[config.mk]
export PLATFORM = sky130hd
export DESIGN_NAME = if_stage
export DESIGN_NICKNAME = d
export VERILOG_FILES = /design/src/rtl/if_stage_pkg.sv /design/src/rtl/if_stage_pc_reg.sv /design/src/rtl/if_stage.sv
export SDC_FILE = /design/constraint.sdc
export NUM_CORES = 1
export LEC_CHECK = 0
export CAP_MARGIN = 5
export CORE_MARGIN = 2
export CORE_UTILIZATION = 30
export DETAILED_ROUTE_END_ITERATION = 10
export RECOVER_POWER = 100
export SYNTH_ARGS = -nofsm -noshare
export SYNTH_HDL_FRONTEND = slang
export SYNTH_HIERARCHICAL = 1
export SYNTH_SLANG_ARGS = --single-unit
[constraint.sdc]
create_clock -name clk -period 3.6 [get_ports clk]
set_clock_uncertainty 0.1 [all_clocks]
set_input_delay 0.72 -clock clk [delete_from_list [all_inputs] [get_ports clk]]
set_output_delay 0.72 -clock clk [all_outputs]
set_load 0.02 [all_outputs]
[src/rtl/if_stage_pkg.sv]
// Shared constants and helpers for the instruction-fetch stage.
// Bus widths, reset level, NOP encoding and ctrl stall-vector bit indices.
package if_stage_pkg;

    localparam int InstAddrBus = 32;
    localparam int InstBus     = 32;

    localparam logic                   RstEnable = 1'b1;
    localparam logic [InstAddrBus-1:0] ZeroWord  = 32'h0000_0000;
    localparam logic [InstBus-1:0]     NOP       = 32'h0000_0000;

    localparam int STALL_PC = 0;
    localparam int STALL_IF = 1;
    localparam int STALL_ID = 2;

    // Instruction addresses are word aligned; low two bits are forced to zero.
    function automatic logic [InstAddrBus-1:0] word_align(input logic [InstAddrBus-1:0] addr);
        return {addr[InstAddrBus-1:2], 2'b00};
    endfunction

endpackage

[src/rtl/if_stage_pc_reg.sv]
// Program counter with ROM chip enable and the redirect/stall priority mux.
// The PC only moves once the chip enable is up, one cycle after reset release.
module pc_reg
    import if_stage_pkg::*;
#(
    parameter logic [31:0] RESET_PC = 32'h0000_0000
) (
    input  logic                   clk,
    input  logic                   rst,
    input  logic                   stall_pc,
    input  logic                   flush,
    input  logic [InstAddrBus-1:0] new_pc,
    input  logic                   branch_flag,
    input  logic [InstAddrBus-1:0] branch_target,
    input  logic                   inst_ready,
    output logic [InstAddrBus-1:0] pc,
    output logic                   ce
);

    logic [InstAddrBus-1:0] pc_r;
    logic [InstAddrBus-1:0] pc_next_s;
    logic                   ce_r;

    // Next-PC selection; a stalled PC drops the branch since decode re-presents it.
    always_comb begin
        pc_next_s = pc_r;
        if (!ce_r) begin
            pc_next_s = pc_r;
        end else if (flush) begin
            pc_next_s = word_align(new_pc);
        end else if (stall_pc) begin
            pc_next_s = pc_r;
        end else if (branch_flag) begin
            pc_next_s = word_align(branch_target);
        end else if (!inst_ready) begin
            pc_next_s = pc_r;
        end else begin
            pc_next_s = pc_r + 32'd4;
        end
    end

    // PC and chip-enable registers.
    always_ff @(posedge clk) begin
        if (rst == RstEnable) begin
            pc_r <= word_align(RESET_PC);
            ce_r <= 1'b0;
        end else begin
            pc_r <= pc_next_s;
            ce_r <= 1'b1;
        end
    end

    assign pc = pc_r;
    assign ce = ce_r;

endmodule

[src/rtl/if_stage.sv]
// Instruction-fetch stage: PC/ROM request via pc_reg, ROM wait stall request
// and the IF/ID pipeline register feeding decode.
module if_stage
    import if_stage_pkg::*;
#(
    parameter logic [31:0] RESET_PC = 32'h0000_0000
) (
    input  logic                   clk,
    input  logic                   rst,
    input  logic [5:0]             stall_i,
    input  logic                   flush_i,
    input  logic [InstAddrBus-1:0] new_pc_i,
    input  logic                   branch_flag_i,
    input  logic [InstAddrBus-1:0] branch_target_i,
    input  logic [InstBus-1:0]     inst_i,
    input  logic                   inst_ready_i,
    output logic [InstAddrBus-1:0] inst_addr_o,
    output logic                   inst_ce_o,
    output logic                   stallreq_if_o,
    output logic [InstAddrBus-1:0] id_pc_o,
    output logic [InstBus-1:0]     id_inst_o
);

    logic [InstAddrBus-1:0] pc_s;
    logic                   ce_s;
    logic                   fetch_ok_s;
    logic [InstAddrBus-1:0] id_pc_r;
    logic [InstBus-1:0]     id_inst_r;
    logic [InstAddrBus-1:0] id_pc_next_s;
    logic [InstBus-1:0]     id_inst_next_s;

    pc_reg #(
        .RESET_PC(RESET_PC)
    ) u_pc_reg (
        .clk          (clk),
        .rst          (rst),
        .stall_pc     (stall_i[STALL_PC]),
        .flush        (flush_i),
        .new_pc       (new_pc_i),
        .branch_flag  (branch_flag_i),
        .branch_target(branch_target_i),
        .inst_ready   (inst_ready_i),
        .pc           (pc_s),
        .ce           (ce_s)
    );

    // A fetch only counts when the ROM was actually enabled for this address.
    assign fetch_ok_s    = ce_s & inst_ready_i;
    assign stallreq_if_o = ce_s & ~inst_ready_i & ~rst;

    // IF/ID next value: flush, bubble on IF-only stall, hold on IF+ID stall, bubble on ROM wait.
    always_comb begin
        id_pc_next_s   = id_pc_r;
        id_inst_next_s = id_inst_r;
        if (flush_i) begin
            id_pc_next_s   = ZeroWord;
            id_inst_next_s = NOP;
        end else if (stall_i[STALL_IF] && !stall_i[STALL_ID]) begin
            id_pc_next_s   = ZeroWord;
            id_inst_next_s = NOP;
        end else if (stall_i[STALL_IF]) begin
            id_pc_next_s   = id_pc_r;
            id_inst_next_s = id_inst_r;
        end else if (!fetch_ok_s) begin
            id_pc_next_s   = ZeroWord;
            id_inst_next_s = NOP;
        end else begin
            id_pc_next_s   = pc_s;
            id_inst_next_s = inst_i;
        end
    end

    // IF/ID pipeline register.
    always_ff @(posedge clk) begin
        if (rst == RstEnable) begin
            id_pc_r   <= ZeroWord;
            id_inst_r <= NOP;
        end else begin
            id_pc_r   <= id_pc_next_s;
            id_inst_r <= id_inst_next_s;
        end
    end

    assign inst_addr_o = pc_s;
    assign inst_ce_o   = ce_s;
    assign id_pc_o     = id_pc_r;
    assign id_inst_o   = id_inst_r;

endmodule

==> flow_summary.json, run 1 <==
{
  "ant_nets": 0,
  "timing_worst_setup_path_type": "input port to primary output",
  "post_cts_buffers": 0,
  "root_buffer": "clkbuf_16",
  "setup_violations": 0,
  "async_flop_share": 0,
  "worstPathArrival_ns": 2.16,
  "grt-ovfl-total": 0,
  "clk_pin_slew_worst_paths_ns": 0.07,
  "grt_pass1_wl_mm": 30.3,
  "grt_pass1_vias": 5307,
  "synth_top_family_by_area": "compound AO/OA/AOI/OAI gates",
  "finalCritPeriodShare": 0.828,
  "areaGrowthSynthToFinish_pct": 37.0,
  "path_max_fanout": 2,
  "coreArea_um2": 18100,
  "nets": 908,
  "synth.most_common_cell": "nand2_1",
  "gp_congestion": 0.852,
  "rsz0062_at_grt": "no",
  "n_antenna_cell": 0,
  "netlist_instances": 641,
  "drc": 0,
  "hold_violations": 0,
  "critPathRequiredTime_ns": 2.78,
  "final_core_util": 0.423,
  "place_hpwl_mm": 13.2,
  "ys_types": 60,
  "drive_gt1_frac": 0.0733,
  "synth-seq-cells": 95,
  "report.final.slew_viol_count": 0,
  "drt_wl_total_mm": 19.6,
  "h-tree-depth": 3,
  "cts_buffer_depth": 2,
  "worst_pin_slew_ns": 0.725,
  "antenna_found_initial": 0,
  "ys_warn_count": 6,
  "synth.area.top_cells": "dfxtp_1, a211oi_2, nand4b_1",
  "finalCriticalPeriod_ns": 2.98,
  "drt-initial-drc-count": 626,
  "clk_latency_ns": 0.34,
  "die_width_um": 141,
  "min-delay-path-class": "flip-flop to flip-flop",
  "die-area_um2": 19800,
  "synth_fa_ha_area_frac": 0.00223,
  "avgRoutedWirePerCell_um": 19.0,
  "cts.sinks": 95,
  "fp-row-count": 49,
  "end_kind": "primary output",
  "vias": 5754,
  "synth_edf_count": 0,
  "grt_max_degree": 66,
  "track_usage": 0.190,
  "avgViaCountPerCell": 5.56,
  "firstDrtPassIters": 5,
  "port_buffers": 195,
  "hold_buffers": 0,
  "synth-xor-area-share": 0.00781,
  "max_cap_viol_count": 0,
  "avgSynthCellArea_um2": 8.75,
  "yosys.area_share.simple": 0.263,
  "pin_count": 205,
  "fin_setup_tns_ns": 0,
  "outcome": "complete, no violations",
  "yosysTopAreaCell": "dfxtp_1",
  "ir_drop_v": 0.000213,
  "cts_tree": "built",
  "synth_top_area_frac": 0.339,
  "cts_buffers": 9,
  "synth_ff_type": "dfxtp_1",
  "synth_compound_area_frac": 0.290,
  "ys_top_cells_by_count": "nand2_1, dfxtp_1, nand4b_1",
  "nFillCells": 1879,
  "initial_utilization": 0.309,
  "p_per_area_nw_per_um2": 368,
  "fmax_ghz": 0.336,
  "startpoint_type": "input port",
  "die_h_um": 141,
  "syn_area_um2": 5610,
  "muxShareOfSynthArea": 0.00736,
  "cts_resized": 0,
  "relSlewSlack": 0.517,
  "cellLeakagePower_nw": 2.70,
  "ys_seq_area_frac": 0.339
}
kinds of logic (layout without fill, tap and decap cells):
family                   Yosys count  count (layout)
AO/OA/AOI/OAI                    197             197
XOR/XNOR                           5               5
adder cells (fa/ha/maj)            1               1
buffers and inverters             83             246
flip-flops                        95              95
multiplexers                       4               4
other                              1               2
AND/OR/NAND/NOR                  255             255
final timing paths:
check	startpoint	slack, ns	cells after the start	to
min	id_pc_o[21]$_SDFFE_PP0N_	0.37	2	id_pc_o[21]$_SDFFE_PP0N_
max	rst	0.62	3	stallreq_if_o
max reg2reg	u_pc_reg/pc[13]$_SDFFE_PP0P_	0.96	5	u_pc_reg/pc[30]$_SDFFE_PP0P_
min reg2reg	id_pc_o[21]$_SDFFE_PP0N_	0.37	2	id_pc_o[21]$_SDFFE_PP0N_
power breakdown:
| part | leakage [nW] | internal [mW] | total [mW] | switching, mW |
|---|---|---|---|---|
| Sequential | 0.772 | 1.08 | 1.14 | 0.0546 |
| Clock | 0.180 | 0.770 | 1.20 | 0.425 |
| Combinational | 1.74 | 0.229 | 0.493 | 0.264 |
| Total | 2.70 | 2.08 | 2.83 | 0.744 |
worst max-delay path: stages:
cell and delay [ns]:
clkdlybuf4s50_1 0.48, nor3b_1 0.21, dlygate4sd3_1 0.75
metrics by stage:
stage	instance area, µm²	hold WS (ns)	total power [mW]	instances	worst slack [ns]
floorplan	5610	0.440	1.43	642	1.25
global placement	7600	0.356	1.68	1018	0.618
detailed placement	7600	0.354	1.68	1018	0.615
CTS	7970	0.369	2.90	1034	0.671
global route	7680	0.386	2.95	1034	0.615
finish	7680	0.365	2.83	1034	0.621
area by class of cell:
| class | instances | area (µm²) | share of cell area |
|---|---|---|---|
| clock buffer | 11 | 243 | 0.0316 |
| clock inverter | 5 | 129 | 0.0168 |
| inverter | 13 | 48.8 | 0.00635 |
| multi-input combinational | 464 | 2950 | 0.383 |
| sequential | 95 | 1900 | 0.248 |
| tap | 229 | 287 | 0.0373 |
| timing repair buffer | 217 | 2130 | 0.277 |
cells in the final DEF (no fill, tap or decap), types with 8 or more instances in the layout:
cell type / n
dfxtp_1: 94
clkbuf_16: 9
o21ai_0: 30
clkdlybuf4s50_1: 96
a31oi_1: 10
nand3_1: 15
a21oi_1: 41
dlygate4sd3_1: 97
inv_1: 13
o211ai_1: 10
nand2_1: 97
nand4b_1: 65
a211oi_1: 61
nand4_1: 13
nor2_1: 25
a211oi_2: 8
buf_4: 19
layer usage:
metal	vias up	share of wire	global-route usage
met5	-	0	0
met4	0	0.016	0.0468
met3	21	0.073	0.0384
met2	282	0.44	0.288
met1	2700	0.47	0.276
li1	2751	-	-
Power figures use the tool's default switching activity.
==> run 2: changes to the inputs <==
- clock period: 3.6 -> 3.1 ns (I/O delays scaled with it)
==> run 2 against run 1 <==
Compared with the run above:
- worst hold slack got worse by 0.0037 ns
- largest cell class unchanged
- final area down 0.49%
- clock power decreased by 7%
- via count fell by 2.3%
- power is 6.5% higher
- sequential power grew 16%
- die area is the same
- wire length decreased by 1.6%
- setup slack got worse by 0.30 ns
- combinational power increased by 18%
- critical path depth unchanged
- core utilization fell by 0.21 points
==> flow_summary.json, run 2 (synthesis results as in run 1) <==
{
  "avgRoutedWirePerCell_um": 18.6,
  "cts_buffer_depth": 2,
  "fp-row-count": 49,
  "max_cap_viol_count": 0,
  "clk_latency_ns": 0.35,
  "seqCellArea_um2": 1900,
  "post_cts_buffers": 0,
  "grt_pass1_wl_mm": 29.4,
  "use_met2": 0.286,
  "hold_buffers": 0,
  "drt_wl_total_mm": 19.3,
  "cp_num_cells": 3,
  "reg2regPathDepth": 5,
  "avgViaCountPerCell": 5.42,
  "rsz0062_at_grt": "no",
  "p_sw_uw": 838,
  "worst_pin_slew_ns": 0.996,
  "nets": 914,
  "ant_nets": 0,
  "port_buffers": 195,
  "stdcell_area_um2": 7650,
  "ir_drop_v": 0.000231,
  "comb_power_share": 0.194,
  "firstDrtPassIters": 5,
  "drt-initial-drc-count": 439,
  "cts_tree": "built",
  "final_core_util": 0.421,
  "dpl_cell_area_um2": 7640,
  "max_stage_delay_ns": 0.75,
  "cellLeakagePower_nw": 2.68,
  "met3_usage": 0.0316,
  "met1_usage": 0.271,
  "clk_pin_slew_worst_paths_ns": 0.07,
  "grt_busiest_layer": "met2",
  "end_kind": "primary output",
  "p_int_mw": 2.17,
  "final_common_cell": "clkdlybuf4s50_1",
  "hold_violations": 0,
  "track_usage": 0.188,
  "path_max_fanout": 2,
  "p_per_area_nw_per_um2": 394,
  "crit_family": "buffers and inverters",
  "n_antenna_cell": 0,
  "antenna_found_initial": 0,
  "cts.sinks": 95,
  "seqPwrFrac": 0.438,
  "grt_pass1_vias": 5101,
  "coreArea_um2": 18100,
  "nFillCells": 1857,
  "cts_resized": 0,
  "fmax_ghz": 0.360,
  "report.final.slew_viol_count": 0,
  "multi_input_area_um2": 2960,
  "cts_buffers": 9,
  "setup_violations": 0,
  "h-tree-depth": 3,
  "finalCriticalPeriod_ns": 2.78,
  "grt_max_degree": 89,
  "power.share.clock": 0.368,
  "whs_path_depth": 2,
  "vias": 5622,
  "min-delay-path-class": "flip-flop to flip-flop",
  "die_width_um": 141,
  "outcome": "complete, no violations",
  "p_total_mw": 3.01,
  "worstPathArrival_ns": 2.06,
  "gp_congestion": 0.888,
  "critPathRequiredTime_ns": 2.38,
  "die-area_um2": 19800,
  "die_h_um": 141,
  "layout_common_cells": "clkdlybuf4s50_1, nand2_1, dlygate4sd3_1",
  "fin_setup_tns_ns": 0,
  "cp_cell_sequence": "clkdlybuf4s50_1 > nor3b_1 > dlygate4sd3_1",
  "drc": 0,
  "grt-ovfl-total": 0,
  "finalCritPeriodShare": 0.896,
  "worst_path_max_delay_cell": "dlygate4sd3_1",
  "areaGrowthSynthToFinish_pct": 36.4,
  "root_buffer": "clkbuf_16",
  "timing.hold.ws_ns": 0.362,
  "startpoint_type": "input port",
  "timing_worst_setup_path_type": "input port to primary output",
  "drive_gt1_frac": 0.0766,
  "initial_utilization": 0.309,
  "cp_num_buf_inv": 2,
  "pin_count": 205,
  "relSlewSlack": 0.336,
  "place_hpwl_mm": 13.3,
  "swShare": 0.279
}
-- run 2: changes by cell type in the layout (fill, tap and decap cells not counted), moves of 2 or more --
cell | previous run | this run
dlygate4sd3_1 | 97 | 95
clkdlybuf4s50_1 | 96 | 98
bufinv_16 | 4 | 1
clkbuf_2 | 0 | 3
a211oi_1 | 61 | 59
clkbuf_1 | 3 | 8
a211oi_2 | 8 | 10
-- run 2: area by class of cell --
type                       instances  area share
multi-input combinational        464       0.387
timing repair buffer             223       0.283
sequential                        95       0.249
tap                              229      0.0375
clock buffer                      13      0.0327
inverter                          13     0.00638
clock inverter                     1     0.00393
-- run 2: metal layers --
layer / routed length [µm] / vias to the layer above
li1: - / 2750
met1: 9430 / 2605
met2: 8360 / 246
met3: 1240 / 21
met4: 289 / 0
met5: 0 / -
-- run 2: power by group through the flow --
| stage | Sequential [mW] | Combinational (mW) | Clock (mW) |
|---|---|---|---|
| global placement | 1.34 | 0.614 | 0 |
| floorplan | 1.38 | 0.289 | 0 |
| CTS | 1.32 | 0.618 | 1.15 |
| detailed placement | 1.34 | 0.615 | 0 |
| finish | 1.32 | 0.584 | 1.11 |
| global route | 1.32 | 0.630 | 1.19 |
-- run 2: worst paths after layout --
kind | start | to | slack, ns
max | rst | stallreq_if_o | 0.32
min | id_pc_o[21]$_SDFFE_PP0N_ | id_pc_o[21]$_SDFFE_PP0N_ | 0.36
max reg2reg | u_pc_reg/pc[11]$_SDFFE_PP0P_ | u_pc_reg/pc[22]$_SDFFE_PP0P_ | 0.64
min reg2reg | id_pc_o[21]$_SDFFE_PP0N_ | id_pc_o[21]$_SDFFE_PP0N_ | 0.36
-- run 2: per-stage QoR --
stage | std cells | setup WS, ns
finish | 1038 | 0.324
detailed placement | 1024 | 0.388
floorplan | 642 | 0.764
global route | 1038 | 0.211
CTS | 1038 | 0.388
global placement | 1024 | 0.387
-- run 2: worst reg2reg max path: stages (launching register included) --
cell and delay [ns]:
dfxtp_1 0.55, nand4_4 0.21, or4_4 0.60, or4_1 0.49, a211o_1 0.31, a21oi_1 0.13
